[src/rtl/whr_nic_inject_if.sv]
// Descriptor and payload handshake bundle for the
// wormhole NIC injection stage.
interface whr_nic_inject_if #(
  parameter int ADDR_WIDTH = 4,
  parameter int LEN_WIDTH  = 2,
  parameter int DATA_WIDTH = 64
);
  logic                  msg_valid;
  logic                  msg_ready;
  logic [ADDR_WIDTH-1:0] msg_dest;
  logic [LEN_WIDTH-1:0]  msg_len;
  logic                  pld_valid;
  logic                  pld_ready;
  logic [DATA_WIDTH-1:0] pld_data;

  modport master (
    output msg_valid,
    output msg_dest,
    output msg_len,
    input  msg_ready,
    output pld_valid,
    output pld_data,
    input  pld_ready
  );

  modport slave (
    input  msg_valid,
    input  msg_dest,
    input  msg_len,
    output msg_ready,
    input  pld_valid,
    input  pld_data,
    output pld_ready
  );
endinterface

[src/rtl/whr_nic_inject.sv]
// NIC injection stage: packetizes messages into credit-paced flits.
// Optional stall counter: define WHR_NIC_STALL_CNT_EN.
module whr_nic_inject #(
  parameter int BUFFER_SIZE        = 8,
  parameter int ADDR_WIDTH         = 4,
  parameter int MAX_PAYLOAD_LENGTH = 4,
  parameter int MIN_PAYLOAD_LENGTH = 1,
  parameter int FLIT_DATA_WIDTH    = 64,
  parameter int ENABLE_LINK_PM     = 1,
  localparam int PLW_RAW =
    $clog2(MAX_PAYLOAD_LENGTH - MIN_PAYLOAD_LENGTH + 1),
  localparam int PLW = (PLW_RAW < 1) ? 1 : PLW_RAW,
  localparam int CHW = ENABLE_LINK_PM + 2 + FLIT_DATA_WIDTH
) (
  input  logic             clk,
  input  logic             reset,
  whr_nic_inject_if.slave  io,
  output logic [CHW-1:0]   channel_out,
  input  logic             flow_ctrl_in,
  output logic             error
`ifdef WHR_NIC_STALL_CNT_EN
  ,
  output logic [15:0]      stall_cnt
`endif
);

  localparam int CW = $clog2(BUFFER_SIZE + 1);
  localparam int RW = $clog2(MAX_PAYLOAD_LENGTH + 1);

  typedef enum logic [1:0] {
    S_IDLE,
    S_HEAD,
    S_BODY
  } state_t;

  state_t                     r_state;
  state_t                     w_state_nxt;
  logic [CW-1:0]              r_credits;
  logic [CW-1:0]              w_credits_nxt;
  logic [RW-1:0]              r_remaining;
  logic [RW-1:0]              w_remaining_nxt;
  logic [ADDR_WIDTH-1:0]      r_dest;
  logic [PLW-1:0]             r_len;
  logic [CHW-1:0]             r_chan;
  logic                       r_error;
  logic                       w_has_credit;
  logic                       w_launch;
  logic                       w_head;
  logic                       w_overflow;
  logic                       w_link;
  logic                       w_msg_ready;
  logic                       w_pld_ready;
  logic [RW-1:0]              w_total;
  logic [FLIT_DATA_WIDTH-1:0] w_data;
  logic [FLIT_DATA_WIDTH-1:0] w_head_data;
  logic [CHW-1:0]             w_chan;

  assign w_has_credit = (r_credits != '0);
  assign w_total = RW'(r_len) + RW'(MIN_PAYLOAD_LENGTH);
  assign w_link  = (r_state != S_IDLE);

  always_comb begin
    w_head_data = '0;
    w_head_data[ADDR_WIDTH-1:0] = r_dest;
    w_head_data[ADDR_WIDTH +: PLW] = r_len;
  end

  always_ff @(posedge clk) begin
    if (!reset) begin
      r_state <= S_IDLE;
    end else begin
      r_state <= w_state_nxt;
    end
  end

  always_comb begin
    w_state_nxt     = r_state;
    w_remaining_nxt = r_remaining;
    w_launch        = 1'b0;
    w_head          = 1'b0;
    w_data          = '0;
    w_msg_ready     = 1'b0;
    w_pld_ready     = 1'b0;
    unique case (r_state)
      S_IDLE: begin
        w_msg_ready = 1'b1;
        if (io.msg_valid) begin
          w_state_nxt = S_HEAD;
        end
      end
      S_HEAD: begin
        if (w_has_credit) begin
          w_launch        = 1'b1;
          w_head          = 1'b1;
          w_data          = w_head_data;
          w_remaining_nxt = w_total;
          w_state_nxt     = (w_total != '0) ? S_BODY : S_IDLE;
        end
      end
      S_BODY: begin
        w_pld_ready = w_has_credit;
        if (w_has_credit && io.pld_valid) begin
          w_launch        = 1'b1;
          w_data          = io.pld_data;
          w_remaining_nxt = r_remaining - RW'(1);
          if (r_remaining == RW'(1)) begin
            w_state_nxt = S_IDLE;
          end
        end
      end
      default: w_state_nxt = S_IDLE;
    endcase
  end

  // Credit in with no launch at a full count is a router protocol error.
  always_comb begin
    w_credits_nxt = r_credits;
    w_overflow    = 1'b0;
    unique case ({w_launch, flow_ctrl_in})
      2'b10: w_credits_nxt = r_credits - CW'(1);
      2'b01: begin
        if (r_credits == CW'(BUFFER_SIZE)) begin
          w_overflow = 1'b1;
        end else begin
          w_credits_nxt = r_credits + CW'(1);
        end
      end
      default: w_credits_nxt = r_credits;
    endcase
  end

  generate
    if (ENABLE_LINK_PM != 0) begin : g_pm
      assign w_chan = {w_link, w_launch, w_head, w_data};
    end else begin : g_no_pm
      assign w_chan = {w_launch, w_head, w_data};
    end
  endgenerate

  always_ff @(posedge clk) begin
    if (!reset) begin
      r_credits   <= CW'(BUFFER_SIZE);
      r_remaining <= '0;
      r_dest      <= '0;
      r_len       <= '0;
      r_chan      <= '0;
      r_error     <= 1'b0;
    end else begin
      r_credits   <= w_credits_nxt;
      r_remaining <= w_remaining_nxt;
      r_chan      <= w_chan;
      r_error     <= r_error | w_overflow;
      if (r_state == S_IDLE && io.msg_valid) begin
        r_dest <= io.msg_dest;
        r_len  <= io.msg_len;
      end
    end
  end

  assign io.msg_ready = w_msg_ready & reset;
  assign io.pld_ready = w_pld_ready & reset;
  assign channel_out  = r_chan;
  assign error        = r_error;

`ifdef WHR_NIC_STALL_CNT_EN
  logic [15:0] r_stall_cnt;
  logic        w_stall;

  assign w_stall = !w_has_credit &&
                   (r_state == S_HEAD ||
                    (r_state == S_BODY && io.pld_valid));

  always_ff @(posedge clk) begin
    if (!reset) begin
      r_stall_cnt <= '0;
    end else if (w_stall && r_stall_cnt != 16'hFFFF) begin
      r_stall_cnt <= r_stall_cnt + 16'd1;
    end
  end

  assign stall_cnt = r_stall_cnt;
`endif

endmodule

[src/flat_wrapper.sv]
// flat-port wrapper written by rule: the top's interface ports become plain ports
module whr_nic_inject_flat 
#(
  parameter int BUFFER_SIZE        = 8,
  parameter int ADDR_WIDTH         = 4,
  parameter int MAX_PAYLOAD_LENGTH = 4,
  parameter int MIN_PAYLOAD_LENGTH = 1,
  parameter int FLIT_DATA_WIDTH    = 64,
  parameter int ENABLE_LINK_PM     = 1,
  localparam int PLW_RAW =
    $clog2(MAX_PAYLOAD_LENGTH - MIN_PAYLOAD_LENGTH + 1),
  localparam int PLW = (PLW_RAW < 1) ? 1 : PLW_RAW,
  localparam int CHW = ENABLE_LINK_PM + 2 + FLIT_DATA_WIDTH
)
  (clk, reset, channel_out, flow_ctrl_in, error, io_msg_valid, io_msg_dest, io_msg_len, io_msg_ready, io_pld_valid, io_pld_data, io_pld_ready);
  whr_nic_inject_if #(.ADDR_WIDTH(ADDR_WIDTH), .LEN_WIDTH(2), .DATA_WIDTH((64))) io_i ();
  input  logic clk;
  input  logic reset;
  output logic [CHW-1:0] channel_out;
  input  logic flow_ctrl_in;
  output logic error;
  input wire logic [$bits(io_i.msg_valid)-1:0] io_msg_valid;
  input wire logic [$bits(io_i.msg_dest)-1:0] io_msg_dest;
  input wire logic [$bits(io_i.msg_len)-1:0] io_msg_len;
  output wire logic [$bits(io_i.msg_ready)-1:0] io_msg_ready;
  input wire logic [$bits(io_i.pld_valid)-1:0] io_pld_valid;
  input wire logic [$bits(io_i.pld_data)-1:0] io_pld_data;
  output wire logic [$bits(io_i.pld_ready)-1:0] io_pld_ready;
  assign io_i.msg_valid = io_msg_valid;
  assign io_i.msg_dest = io_msg_dest;
  assign io_i.msg_len = io_msg_len;
  assign io_msg_ready = io_i.msg_ready;
  assign io_i.pld_valid = io_pld_valid;
  assign io_i.pld_data = io_pld_data;
  assign io_pld_ready = io_i.pld_ready;
  whr_nic_inject #(.BUFFER_SIZE(BUFFER_SIZE), .ADDR_WIDTH(ADDR_WIDTH), .MAX_PAYLOAD_LENGTH(MAX_PAYLOAD_LENGTH), .MIN_PAYLOAD_LENGTH(MIN_PAYLOAD_LENGTH), .FLIT_DATA_WIDTH(FLIT_DATA_WIDTH), .ENABLE_LINK_PM(ENABLE_LINK_PM)) u_core (.clk(clk), .reset(reset), .io(io_i), .channel_out(channel_out), .flow_ctrl_in(flow_ctrl_in), .error(error));
endmodule
[config.mk]
export PLATFORM = sky130hd
export DESIGN_NAME = whr_nic_inject_flat
export DESIGN_NICKNAME = d
export VERILOG_FILES = /design/src/rtl/whr_nic_inject_if.sv /design/src/rtl/whr_nic_inject.sv /design/src/flat_wrapper.sv
export SDC_FILE = /design/constraint.sdc
export NUM_CORES = 1
export LEC_CHECK = 0
export CAP_MARGIN = 5
export CORE_MARGIN = 5
export CORE_UTILIZATION = 40
export DETAILED_ROUTE_END_ITERATION = 10
export PLACE_DENSITY = 0.85
export SYNTH_ARGS = -nofsm -noshare
export SYNTH_HDL_FRONTEND = slang
export SYNTH_SLANG_ARGS = --single-unit
[constraint.sdc]
create_clock -name clk -period 3.4 [get_ports clk]
set_input_delay 0.68 -clock clk [delete_from_list [all_inputs] [get_ports clk]]
set_output_delay 0.68 -clock clk [all_outputs]
set_load 0.03 [all_outputs]
# Word-level counts from Yosys, hierarchy flattened
# Index checks and enable logic that the tools add are counted.
[totals] out_inout_bits=70 regBits=83 inputBits=75 elab_cells=59
[op_classes] n_reduce_logical=12 n_addsub=4 bitwise_logic=3 eq_ne=11 muxes=21
[op_table] cell="case mux 64 bit (2 select lines)" n=1
[op_table] cell="2-to-1 mux 64 bit" n=1
[op_table] cell="2-to-1 mux 2 bit" n=5
[op_table] cell="case mux 4 bit (2 select lines)" n=1
[op_table] cell="2-to-1 mux 1 bit" n=6
[op_table] cell="2-to-1 mux 3 bit" n=2
[op_table] cell="2-to-1 mux 6 bit" n=1
[op_table] cell="inequality test 2 x 1 -> 1 bit (second input constant)" n=3
[op_table] cell="case mux 2 bit (3 select lines)" n=1
[op_table] cell="case mux 3 bit (2 select lines)" n=1
[op_table] cell="nonzero test 2 bit" n=3
[op_table] cell="adder 4 x 1 -> 4 bit (second input constant)" n=1
[op_table] cell="equality test 2 x 1 -> 1 bit (second input constant)" n=2
[op_table] cell="equality test 2 bit (second input constant)" n=2
[op_table] cell="equality test 4 bit (second input constant)" n=1
[op_table] cell="2-to-1 mux 4 bit" n=1
[op_table] cell="inequality test 2 bit (second input constant)" n=2
[op_table] cell="AND reduction 2 bit" n=2
[op_table] cell="AND reduction 4 bit" n=1
[op_table] cell="nonzero test 4 bit" n=1
[op_table] cell="subtractor 4 x 1 -> 4 bit (second input constant)" n=1
[op_table] cell="adder 2 x 1 -> 3 bit (second input constant)" n=1
[op_table] cell="equality test 3 x 1 -> 1 bit (second input constant)" n=1
[op_table] cell="AND reduction 3 bit" n=1
[op_table] cell="7 further kinds" n=9

# Logic depth before layout (Yosys ltp)
[depth] word_depth=7 mapped_depth=11 depth_no_buf=10

# Worst setup path before layout
# No wires, ideal clock.
[synth_timing] path_type="flip-flop to flip-flop" start="register u_core.r_state[0]" end="register u_core.r_credits[3]" setup_ns=0.137 setup_slack_ns=0.937 synth_period_minus_slack_ns=2.463 t_required_ns=3.263 arrival_ns=2.325 n_path_buf=1 stages_incl_launch_ff=11 path_cell_list="dfxtp_1 -> inv_1 -> ha_1 -> clkbuf_1 -> nand2_1 -> o21ai_0 -> ha_1 -> a21oi_1 -> nand2_1 -> o31ai_1 -> o221ai_1"
[synth_via] elab_chain_len=5 word_cells_on_any_way=9 cone_classes="eq/ne (5); mux (2); reduce/logical (2)"
[synth_rtl] element="start: declaration" line="whr_nic_inject.sv:36" source="state_t r_state;"
[synth_rtl] element="start signal: assignment" line="whr_nic_inject.sv:72" source="r_state <= w_state_nxt;"
[synth_rtl] element="equality test 2 bit / equality test 2 x 1 -> 1 bit (equally long branches)" line="whr_nic_inject.sv:84" source="unique case (r_state)"
[synth_rtl] element="case mux 1 bit (2 select lines) *" line="whr_nic_inject.sv:84"
[synth_rtl] element="equality test 2 x 1 -> 1 bit / equality test 2 bit (equally long branches)" line="whr_nic_inject.sv:119" source="unique case ({w_launch, flow_ctrl_in})"
[synth_rtl] element="inequality test 2 bit (no line) / nonzero test 2 bit (equally long branches)"
[synth_rtl] element="AND reduction 2 bit (no line)"
[synth_rtl] element="end signal: assignment" line="whr_nic_inject.sv:142" source="r_credits <= CW'(BUFFER_SIZE);"
[synth_rtl] element="end signal: assignment" line="whr_nic_inject.sv:149" source="r_credits <= w_credits_nxt;"
[synth_rtl] element="end: declaration" line="whr_nic_inject.sv:38" source="logic [CW-1:0] r_credits;"
# Mark *: on every way between the ends. The rest lies on a longest branch, timed or not.
# A chain may end at the register's enable or synchronous reset.

# Final worst setup path
[layout_timing] start="input reset" end="output io_msg_ready"
[layout_via] elab_chain_len=1
[layout_rtl] element="start: declaration" line="flat_wrapper.sv:18" source="input logic reset;"
[layout_rtl] element="bitwise AND 1 bit" line="whr_nic_inject.sv:160" source="assign io.msg_ready = w_msg_ready & reset;"
[layout_rtl] element="end: declaration" line="flat_wrapper.sv:25" source="output wire logic [$bits(io_i.msg_ready)-1:0] io_msg_ready;"
# Every way passes these cells.

==> metrics.txt <==
TritonCTS buffer count=9; Pwr per Cell Area=just over 600 mW/mm²; met1 usage=0.168; GR Overflow Total=0; vias=2486; Setup TNS=0 ns; Syn Nets=roughly 360; clk_lat worst skew=0.35 ns; Max stage delay on crit path=0.69 ns; crit-path leading delay family=buffers and inverters; Core ar.=0.00721 mm²; area occupied by multi-input gates=0.00116 mm²; GP Congestion=0.869; status=finished, final reports clean; Root Driver=clkbuf_8; Final ANT Viol Nets=0; worst path cell trace=clkdlybuf4s50_1 -> clkinv_1 -> nor2_1 -> clkdlybuf4s50_1; Hold WS=0.475 ns; worst vdd ir=450 µV; Residual DRC=0; Wirelength per Cell=15.2 µm; Clock Path Buffers=2; Max Cap Viol=0; vias in the first global route=2378; final setup margin=0.455 ns; final hold viol count=0; Post-Route WL=7940 µm; library cells used by synthesis=40; drt via density=~4.7; Ports=145; Sw Pwr=980 µW; Tot Pwr=between 2000 and 3000 µW; Iteration-0 DRC Markers=72; Crit. End Element=output port; Post-CTS Setup Repair Bufs=0; layout cell share with drive strength beyond 1=0.125; Syn Std Cell Area=a little under 0.003 mm²; Seq. cell area=0.00166 mm²; gr usage total=0.168; post-cts resize count=0; Layout area overhead=57.4%; Setup Slack @ Placement=0.209 ns; Rows=31; sw frac=0.346; final instance area=~0.0046 mm²; Setup violations, final=0; Main synth FF type=dfxtp_1; post-detail-place hpwl=6140 µm; #FFs+latches synth=83; router iterations before antenna repair=5; Buffers on Ports=between 100 and 150; register share of total power=0.407; sequential share of the synthesized area=0.563; Synth area leaders=dfxtp_1, and2_4, and2_1, ha_1, a21oi_1; GR Layer Usage met2=0.313; initial antenna violation count=0; Post-synth EDFFs=0; first-pass GRT wire length=11600 µm; clock skew=0.00912 ns; crit-path max FO=8; # clock sinks=83; clock share of power=0.258; fill count=554; top cell type's share of synthesized area=0.563; commonest non-fill, non-tap cell in the layout=clkdlybuf4s50_1; Critical-path top delay cell=clkdlybuf4s50_1; Die Ht=approximately 96 µm; Yosys warning count=0; Int Power=1850 µW; M3 GR Usage=0.0672; clock-pin slew on the worst setup and hold paths=0.08 ns; measured slew at the worst slew-check pin=0.530 ns; Syn Inst Count=278; relative slew slack=0.647; Initial Util=0.409; kind of critical path=in -> out; dpl cell area=roughly 0.0044 mm²; leakage power=about 0.0018 µW; Final min period=2.94 ns; depth of the CTS H-tree=3; RSZ-0062 raised after global routing=no; combinational power share=0.335; post-synth top area cell=dfxtp_1; Bufs and invs on worst path=3; Syn Area/Cell=about 11 µm²; largest net degree at the start of global routing=58; layout net count=504; hold-fix buffers at CTS=0; chip width=about 96 µm; die area=between 0.009 and 0.01 mm²; GR peak layer=met2; final cycle utilization of the critical path=0.866; Fmax=340 MHz; Worst Path Required=2.72 ns; Hold Path Class=reg -> reg; TritonCTS clock tree=built; CP arrival=2.26 ns; most frequent cells in the layout=clkdlybuf4s50_1, dfxtp_1, and2_4, and2_1, nand2_1; Antenna diodes=0; Slew Viols, Final=0; CP Launch Type=primary input; async set or reset register ratio after synthesis=0; Top cell by count, worst path=clkdlybuf4s50_1
==> worst min-delay path: cells and delay by family (launching register included) <==
kind               cells  cell delay, ns
DFF                    1            0.32
and+or+nand+nor        1            0.06
AOI/OAI and AO/OA      1            0.06
==> kinds of logic after synthesis <==
group | share of synthesized area
multiplexers | 0.00339
XOR/XNOR | 0.00297
AO/OA/AOI/OAI | 0.108
AND/OR/NAND/NOR | 0.237
buffers and inverters | 0.0449
flip-flops | 0.563
adder cells (fa/ha/maj) | 0.0407
==> worst paths after layout <==
kind	start	to	slack [ns]	cells after the start
max	reset	io_msg_ready	0.46	4
min	u_core.r_dest[3]	u_core.r_dest[3]	0.47	2
max reg2reg	u_core.r_state[0]	u_core.r_credits[3]	0.58	10
min reg2reg	u_core.r_dest[3]	u_core.r_dest[3]	0.47	2
==> metal layers <==
metal	part of all wire	wire (µm)
met1	0.37	2980
met2	0.51	4060
met3	0.10	804
met4	0.013	104
met5	0	0
==> Yosys cell counts (2+ instances only) <==
cell type,number
dfxtp_1,83
and2_4,30
a31oi_1,5
o211ai_1,2
a311oi_1,2
nor3_1,2
a221oi_1,2
a22oi_1,6
a21oi_1,14
and3_1,3
inv_1,9
nor2_1,13
ha_1,8
and2_1,30
buf_6,5
nand2_1,15
o21ai_0,8
clkbuf_1,9
o31ai_1,2
and3_4,2
nand3_1,9
==> metrics by stage <==
step	cells	utilization
final	524	0.644
after detailed placement	508	0.614
after CTS	524	0.644
after global placement	508	0.614
after floorplan	278	-
after global routing	524	0.644
==> power by group through the flow <==
stage	Sequential (µW)	Clock, µW	Combinational [µW]
finish	1150	731	950
detailed placement	1170	0	941
global route	1170	793	1040
global placement	1170	0	903
CTS	1150	753	944
floorplan	1250	0	552
==> flip-flops by register name, summed over array words and instances (netlist names) <==
name                count
u_core.channel_out     67
u_core.error            1
u_core.r_credits        4
u_core.r_dest           4
u_core.r_len            2
u_core.r_remaining      3
u_core.r_state          2
==> layout make-up <==
cell class | instances | share of cell area
repair buffers | 146 | 0.313
multi-input cells | 170 | 0.249
flip-flops and latches | 83 | 0.358
clock inverters | 6 | 0.0159
clock buffers | 10 | 0.0296
inverters | 10 | 0.00808
well taps | 99 | 0.0267
Power figures use the tool's default switching activity.
